==> src/rtl/mm_job_sched.sv <==
// Job scheduler for the matrix-multiply controller.
// Queues (mode, tag) descriptors, issues one start per job, supervises its done pulses and returns a completion record.
module mm_job_sched #(
    parameter int unsigned DEPTH = 4,
    parameter int unsigned TW    = 8,
    parameter int unsigned TILES = 1024,
    parameter int unsigned WDOG  = 256
) (
    input  logic          i_clk,
    input  logic          i_rst_n,
    input  logic          i_job_valid,
    output logic          o_job_ready,
    input  logic [1:0]    i_job_mode,
    input  logic [TW-1:0] i_job_tag,
    output logic          o_mm_start,
    output logic [1:0]    o_mm_mode,
    input  logic          i_tile_done,
    input  logic          i_mtrx_done,
    output logic          o_cpl_valid,
    input  logic          i_cpl_ready,
    output logic [TW-1:0] o_cpl_tag,
    output logic [10:0]   o_cpl_tiles,
    output logic [1:0]    o_cpl_err,
    output logic          o_busy,
    output logic          o_halted
);

    localparam int unsigned AW = $clog2(DEPTH);
    localparam int unsigned PW = AW + 1;
    localparam int unsigned CW = 11;
    localparam int unsigned WW = (WDOG > 2) ? $clog2(WDOG) : 1;
    localparam int unsigned EW = TW + 2;

    localparam logic [1:0] MODE_ILL  = 2'd3;
    localparam logic [1:0] ERR_OK    = 2'd0;
    localparam logic [1:0] ERR_MODE  = 2'd1;
    localparam logic [1:0] ERR_TILES = 2'd2;
    localparam logic [1:0] ERR_WDOG  = 2'd3;

    typedef enum logic [2:0] {
        S_IDLE  = 3'd0,
        S_START = 3'd1,
        S_RUN   = 3'd2,
        S_CPL   = 3'd3,
        S_HALT  = 3'd4
    } state_e;

    state_e          state_q, state_d;
    logic [EW-1:0]   fifo_q [DEPTH];
    logic [PW-1:0]   wr_ptr_q, rd_ptr_q;
    logic [1:0]      mode_q, mode_d;
    logic [TW-1:0]   tag_q, tag_d;
    logic [CW-1:0]   cnt_q, cnt_d;
    logic [WW-1:0]   wdog_q, wdog_d;
    logic [1:0]      err_q, err_d;
    logic            halted_q, halted_d;
    logic            start_q, start_d;
    logic            cpl_valid_q, cpl_valid_d;
    logic [TW-1:0]   cpl_tag_q, cpl_tag_d;
    logic [CW-1:0]   cpl_tiles_q, cpl_tiles_d;
    logic [1:0]      cpl_err_q, cpl_err_d;

    logic            fifo_full, fifo_empty, push, pop;
    logic [EW-1:0]   head;

    // Extra pointer bit distinguishes full from empty at equal indices.
    assign fifo_empty = (wr_ptr_q == rd_ptr_q);
    assign fifo_full  = (wr_ptr_q[AW] != rd_ptr_q[AW]) &&
                        (wr_ptr_q[AW-1:0] == rd_ptr_q[AW-1:0]);
    assign head       = fifo_q[rd_ptr_q[AW-1:0]];

    assign o_job_ready = !fifo_full && !halted_q;
    assign push        = i_job_valid && o_job_ready;

    assign o_mm_start  = start_q;
    assign o_mm_mode   = mode_q;
    assign o_cpl_valid = cpl_valid_q;
    assign o_cpl_tag   = cpl_tag_q;
    assign o_cpl_tiles = cpl_tiles_q;
    assign o_cpl_err   = cpl_err_q;
    assign o_halted    = halted_q;
    assign o_busy      = (state_q != S_IDLE) || !fifo_empty;

    // Next-state and job bookkeeping.
    always_comb begin
        state_d     = state_q;
        mode_d      = mode_q;
        tag_d       = tag_q;
        cnt_d       = cnt_q;
        wdog_d      = wdog_q;
        err_d       = err_q;
        halted_d    = halted_q;
        start_d     = 1'b0;
        cpl_valid_d = cpl_valid_q;
        cpl_tag_d   = cpl_tag_q;
        cpl_tiles_d = cpl_tiles_q;
        cpl_err_d   = cpl_err_q;
        pop         = 1'b0;

        case (state_q)
            S_IDLE: begin
                if (!fifo_empty && !cpl_valid_q) begin
                    pop   = 1'b1;
                    tag_d = head[TW-1:0];
                    if (head[EW-1:TW] == MODE_ILL) begin
                        err_d   = ERR_MODE;
                        cnt_d   = '0;
                        state_d = S_CPL;
                    end else begin
                        mode_d  = head[EW-1:TW];
                        start_d = 1'b1;
                        state_d = S_START;
                    end
                end
            end
            S_START: begin
                cnt_d   = '0;
                wdog_d  = '0;
                err_d   = ERR_OK;
                state_d = S_RUN;
            end
            S_RUN: begin
                if (i_tile_done && (cnt_q != {CW{1'b1}})) begin
                    cnt_d = cnt_q + CW'(1);
                end
                if (i_tile_done || i_mtrx_done) begin
                    wdog_d = '0;
                end else begin
                    wdog_d = wdog_q + WW'(1);
                end
                // A tile_done coincident with mtrx_done is already in cnt_d.
                if (i_mtrx_done) begin
                    err_d   = (cnt_d != CW'(TILES)) ? ERR_TILES : ERR_OK;
                    state_d = S_CPL;
                end else if (!i_tile_done && (wdog_q == WW'(WDOG - 1))) begin
                    err_d    = ERR_WDOG;
                    halted_d = 1'b1;
                    state_d  = S_CPL;
                end
            end
            S_CPL: begin
                if (!cpl_valid_q) begin
                    cpl_valid_d = 1'b1;
                    cpl_tag_d   = tag_q;
                    cpl_tiles_d = cnt_q;
                    cpl_err_d   = err_q;
                end else if (i_cpl_ready) begin
                    cpl_valid_d = 1'b0;
                    state_d     = halted_q ? S_HALT : S_IDLE;
                end
            end
            S_HALT: begin
                state_d = S_HALT;
            end
            default: begin
                state_d = S_IDLE;
            end
        endcase
    end

    // Descriptor storage; contents are qualified by the pointers, so no reset.
    always_ff @(posedge i_clk) begin
        if (push) begin
            fifo_q[wr_ptr_q[AW-1:0]] <= {i_job_mode, i_job_tag};
        end
    end

    always_ff @(posedge i_clk) begin
        if (!i_rst_n) begin
            state_q     <= S_IDLE;
            wr_ptr_q    <= '0;
            rd_ptr_q    <= '0;
            mode_q      <= '0;
            tag_q       <= '0;
            cnt_q       <= '0;
            wdog_q      <= '0;
            err_q       <= ERR_OK;
            halted_q    <= 1'b0;
            start_q     <= 1'b0;
            cpl_valid_q <= 1'b0;
            cpl_tag_q   <= '0;
            cpl_tiles_q <= '0;
            cpl_err_q   <= ERR_OK;
        end else begin
            state_q     <= state_d;
            wr_ptr_q    <= wr_ptr_q + PW'(push);
            rd_ptr_q    <= rd_ptr_q + PW'(pop);
            mode_q      <= mode_d;
            tag_q       <= tag_d;
            cnt_q       <= cnt_d;
            wdog_q      <= wdog_d;
            err_q       <= err_d;
            halted_q    <= halted_d;
            start_q     <= start_d;
            cpl_valid_q <= cpl_valid_d;
            cpl_tag_q   <= cpl_tag_d;
            cpl_tiles_q <= cpl_tiles_d;
            cpl_err_q   <= cpl_err_d;
        end
    end

endmodule

==> config.mk <==
export PLATFORM = sky130hd
export DESIGN_NAME = mm_job_sched
export DESIGN_NICKNAME = d
export VERILOG_FILES = /design/src/rtl/mm_job_sched.sv
export SDC_FILE = /design/constraint.sdc
export NUM_CORES = 1
export LEC_CHECK = 0
export CORE_ASPECT_RATIO = 1.25
export CORE_MARGIN = 5
export CORE_UTILIZATION = 39
export DETAILED_ROUTE_END_ITERATION = 10
export HOLD_SLACK_MARGIN = 0.12
export SLEW_MARGIN = 20
export SYNTH_ARGS = -nofsm -noshare
export SYNTH_HDL_FRONTEND = slang
export SYNTH_SLANG_ARGS = --single-unit
export TNS_END_PERCENT = 20
==> constraint.sdc <==
create_clock -name i_clk -period 5.05 [get_ports i_clk]
set_input_delay 0.7575 -clock i_clk [delete_from_list [all_inputs] [get_ports i_clk]]
set_output_delay 0.7575 -clock i_clk [all_outputs]
set_load 0.01 [all_outputs]
==> impl_metrics.csv <==
group,metric,value,unit
sta,max_freq,318,MHz
sta,period_needed,3.14,ns
clock_network,clk_path_buf_depth,2,
floorplan,rows,43,
grt,met2_usage,25.3,%
grt,globalRouteMet1Util,16.5,%
placed_design,dp_slack,1.99,ns
clock_network,ctsHtreeMaxLevel,3,
synth,synth_cells,428,
pwr,vdd_drop_max,195,uV
worst_setup_path,cp.arrival,2.39,ns
routing,antenna_left,0,
run_status,status,"completed",
grt,grt_busiest_layer,"met2",
floorplan,start_util,40.0,%
clock_network,clockRootBuffer,"clkbuf_16",
synth,synth_warnings,0,
worst_setup_path,end_kind,"output port",
clock_network,postCtsSetupRepairBufs,0,
sta,finalClockSkew,0.0126,ns
floorplan,die_area,13700,sq um
sta,rsz0062_at_grt,"no",
synth,ys_seq_area_share,55.7,%
synth,syn_nets,450,
finish,area_growth_syn_to_layout,16.5,%
worst_setup_path,cp_max_fo,12,
synth,synth-async-reset-ratio,0,%
finish,nets,479,
worst_setup_path,start_kind,"register",
floorplan,dieHeight,129,um
pwr,power_density,421,nW/um^2
sta,fin_crit_sh,62.2,%
finish,diodes,0,
sta,setup_viol,0,
worst_setup_path,required,4.29,ns
sta,final.setup.tns,0,ns
routing,vias,3193,
routing,viasPerCell,5.35,
synth,syn_area,4450,sq um
sta,layout_setup_ws,1.91,ns
floorplan,ios,44,
routing,dr.pass1.iters,4,
grt,grt.total_usage,14.3,%
placed_design,io_buffers,43,
pwr,p_leak,1.75,nW
routing,wl,9370,um
floorplan,die_w,106,um
clock_network,clkSinkCount,104,
sta,drv_slew,0,
synth,synth_cell_types,59,
grt,antenna_found_initial,0,
floorplan,coreArea,11100,sq um
clock_network,numCtsBuffers,9,
routing,wire_per_inst,15.7,um
clock_network,cts_tree,"built",
clock_network,cts_resized,0,
grt,grt.overflow.total,0,
grt,grt_max_degree,54,
finish,drive_gt1_share,7.79,%
sta,slew_headroom,24.2,%
clock_network,path_clk_slew,0.07,ns
grt,grt_pass1_wl,15400,um
routing,drt_iter0_drc,155,
worst_setup_path,criticalPathCategory,"register to output port",
hold_path,min_path_type,"register to register",
placed_design,place_hpwl,6550,um
synth,synth_edf_count,40,
clock_network,worstSkewPairLatency,0.35,ns
synth,synth.avg_cell_area,10.4,sq um
synth,synth_seq_cells,104,
job,cap_violations,0,
grt,grt_pass1_vias,3083,
sta,finalHoldViolCount,0,
clock_network,postCtsHoldBufs,0,
sta,tightest_slew,1.13,ns
routing,drc,0,
placed_design,gp_congestion,0.853,
synth,synth_ff_type,"dfxtp_1",
grt,grt_use_met3,3.84,%
sequential cells by signal (all words and copies together) (netlist names):
register / cells
o_cpl_valid: 1
err_q: 2
tag_q: 8
o_mm_mode: 2
fifo_q: 40
o_cpl_tag: 8
o_halted: 1
wr_ptr_q: 3
wdog_q: 8
rd_ptr_q: 3
state_q: 3
o_mm_start: 1
o_cpl_err: 2
cnt_q: 11
o_cpl_tiles: 11
power by group:
group / internal, mW / total (mW) / switching [mW]
logic: 0.208 / 0.503 / 0.295
registers: 0.945 / 1.02 / 0.0767
clock network: 0.339 / 0.660 / 0.321
total: 1.49 / 2.19 / 0.693
metal layers:
metal	routed length [um]	vias to the layer above
li1	-	1606
met1	3940	1496
met2	4830	72
met3	388	19
met4	209	0
met5	0	-
kinds of logic after synthesis:
logic type | after synthesis | share of synthesized area [%]
buffers and inverters | 32 | 3.93
DFF | 104 | 55.7
xor gates and xnor gates | 7 | 1.38
muxes | 11 | 5.28
and+or+nand+nor | 174 | 18.6
AOI/OAI and AO/OA | 94 | 13.4
adders and majority gates | 6 | 1.69
synth_stat cells, types with 3 or more instances:
cell | number | area share [%]
nand2_1 | 76 | 6.4
dfxtp_1 | 64 | 29
a21oi_1 | 49 | 5.5
nor2_1 | 41 | 3.5
edfxtp_1 | 40 | 27
clkbuf_1 | 14 | 1.2
o21ai_0 | 12 | 1.3
mux4_2 | 10 | 5.1
nand3_1 | 10 | 1.1
nor3_1 | 8 | 0.90
and2_1 | 6 | 0.84
and3_1 | 6 | 0.84
ha_1 | 6 | 1.7
buf_6 | 5 | 1.3
nor4_1 | 5 | 0.70
a211oi_1 | 4 | 0.67
and4_1 | 4 | 0.79
buf_2 | 4 | 0.45
xnor2_1 | 4 | 0.79
a31oi_1 | 3 | 0.42
buf_4 | 3 | 0.51
inv_1 | 3 | 0.25
nand3b_1 | 3 | 0.51
nor3b_1 | 3 | 0.51
o31a_1 | 3 | 0.59
xor2_1 | 3 | 0.59
path summary, 6_finish.rpt:
| path | depth (start not counted) | endpoint | slack, ns | from |
|---|---|---|---|---|
| worst max-delay path | 4 | o_busy | 1.91 | rd_ptr_q[0] |
| worst min-delay path | 2 | o_cpl_err[1] | 0.46 | o_cpl_err[1] |
| worst max register to register | 8 | rd_ptr_q[1] | 2.07 | rd_ptr_q[0] |
| worst min register to register | 2 | o_cpl_err[1] | 0.46 | o_cpl_err[1] |
layout make-up:
cell class,instances,area [sq um]
Sequential cell,104,2480
Multi-Input combinational cell,292,1800
Tap cell,135,169
Clock inverter,7,52.6
Fill cell,1053,5950
Clock buffer,9,225
Timing Repair Buffer,45,445
Inverter,5,18.8
per-stage QoR:
stage,hold WS (ns),utilization [%],std cells,total power [mW],instance area [sq um]
floorplan,0.432,-,428,1.42,4450
global placement,0.445,44.1,581,1.54,4910
detailed placement,0.447,44.1,581,1.55,4910
CTS,0.457,46.6,597,2.21,5190
global route,0.466,46.6,597,2.31,5190
finish,0.456,46.6,597,2.19,5190
cell usage in the layout (no fill, tap or decap), types with 8 or more instances in the layout:
cell             instances
clkbuf_16                9
o21ai_0                 12
edfxtp_1                40
dfxtp_1                 64
nand3_1                 10
nor2_1                  41
a21oi_1                 49
nand2_1                 76
clkdlybuf4s50_1         43
mux4_2                  10
nor3_1                   8
worst max-delay path: stages, from the launching register on:
cell,delay [ns]
dfxtp_1,0.81
xor2_1,0.17
nor3_1,0.42
nand2_1,0.14
clkdlybuf4s50_1,0.51
No activity file was read; power rests on OpenSTA's default activity.
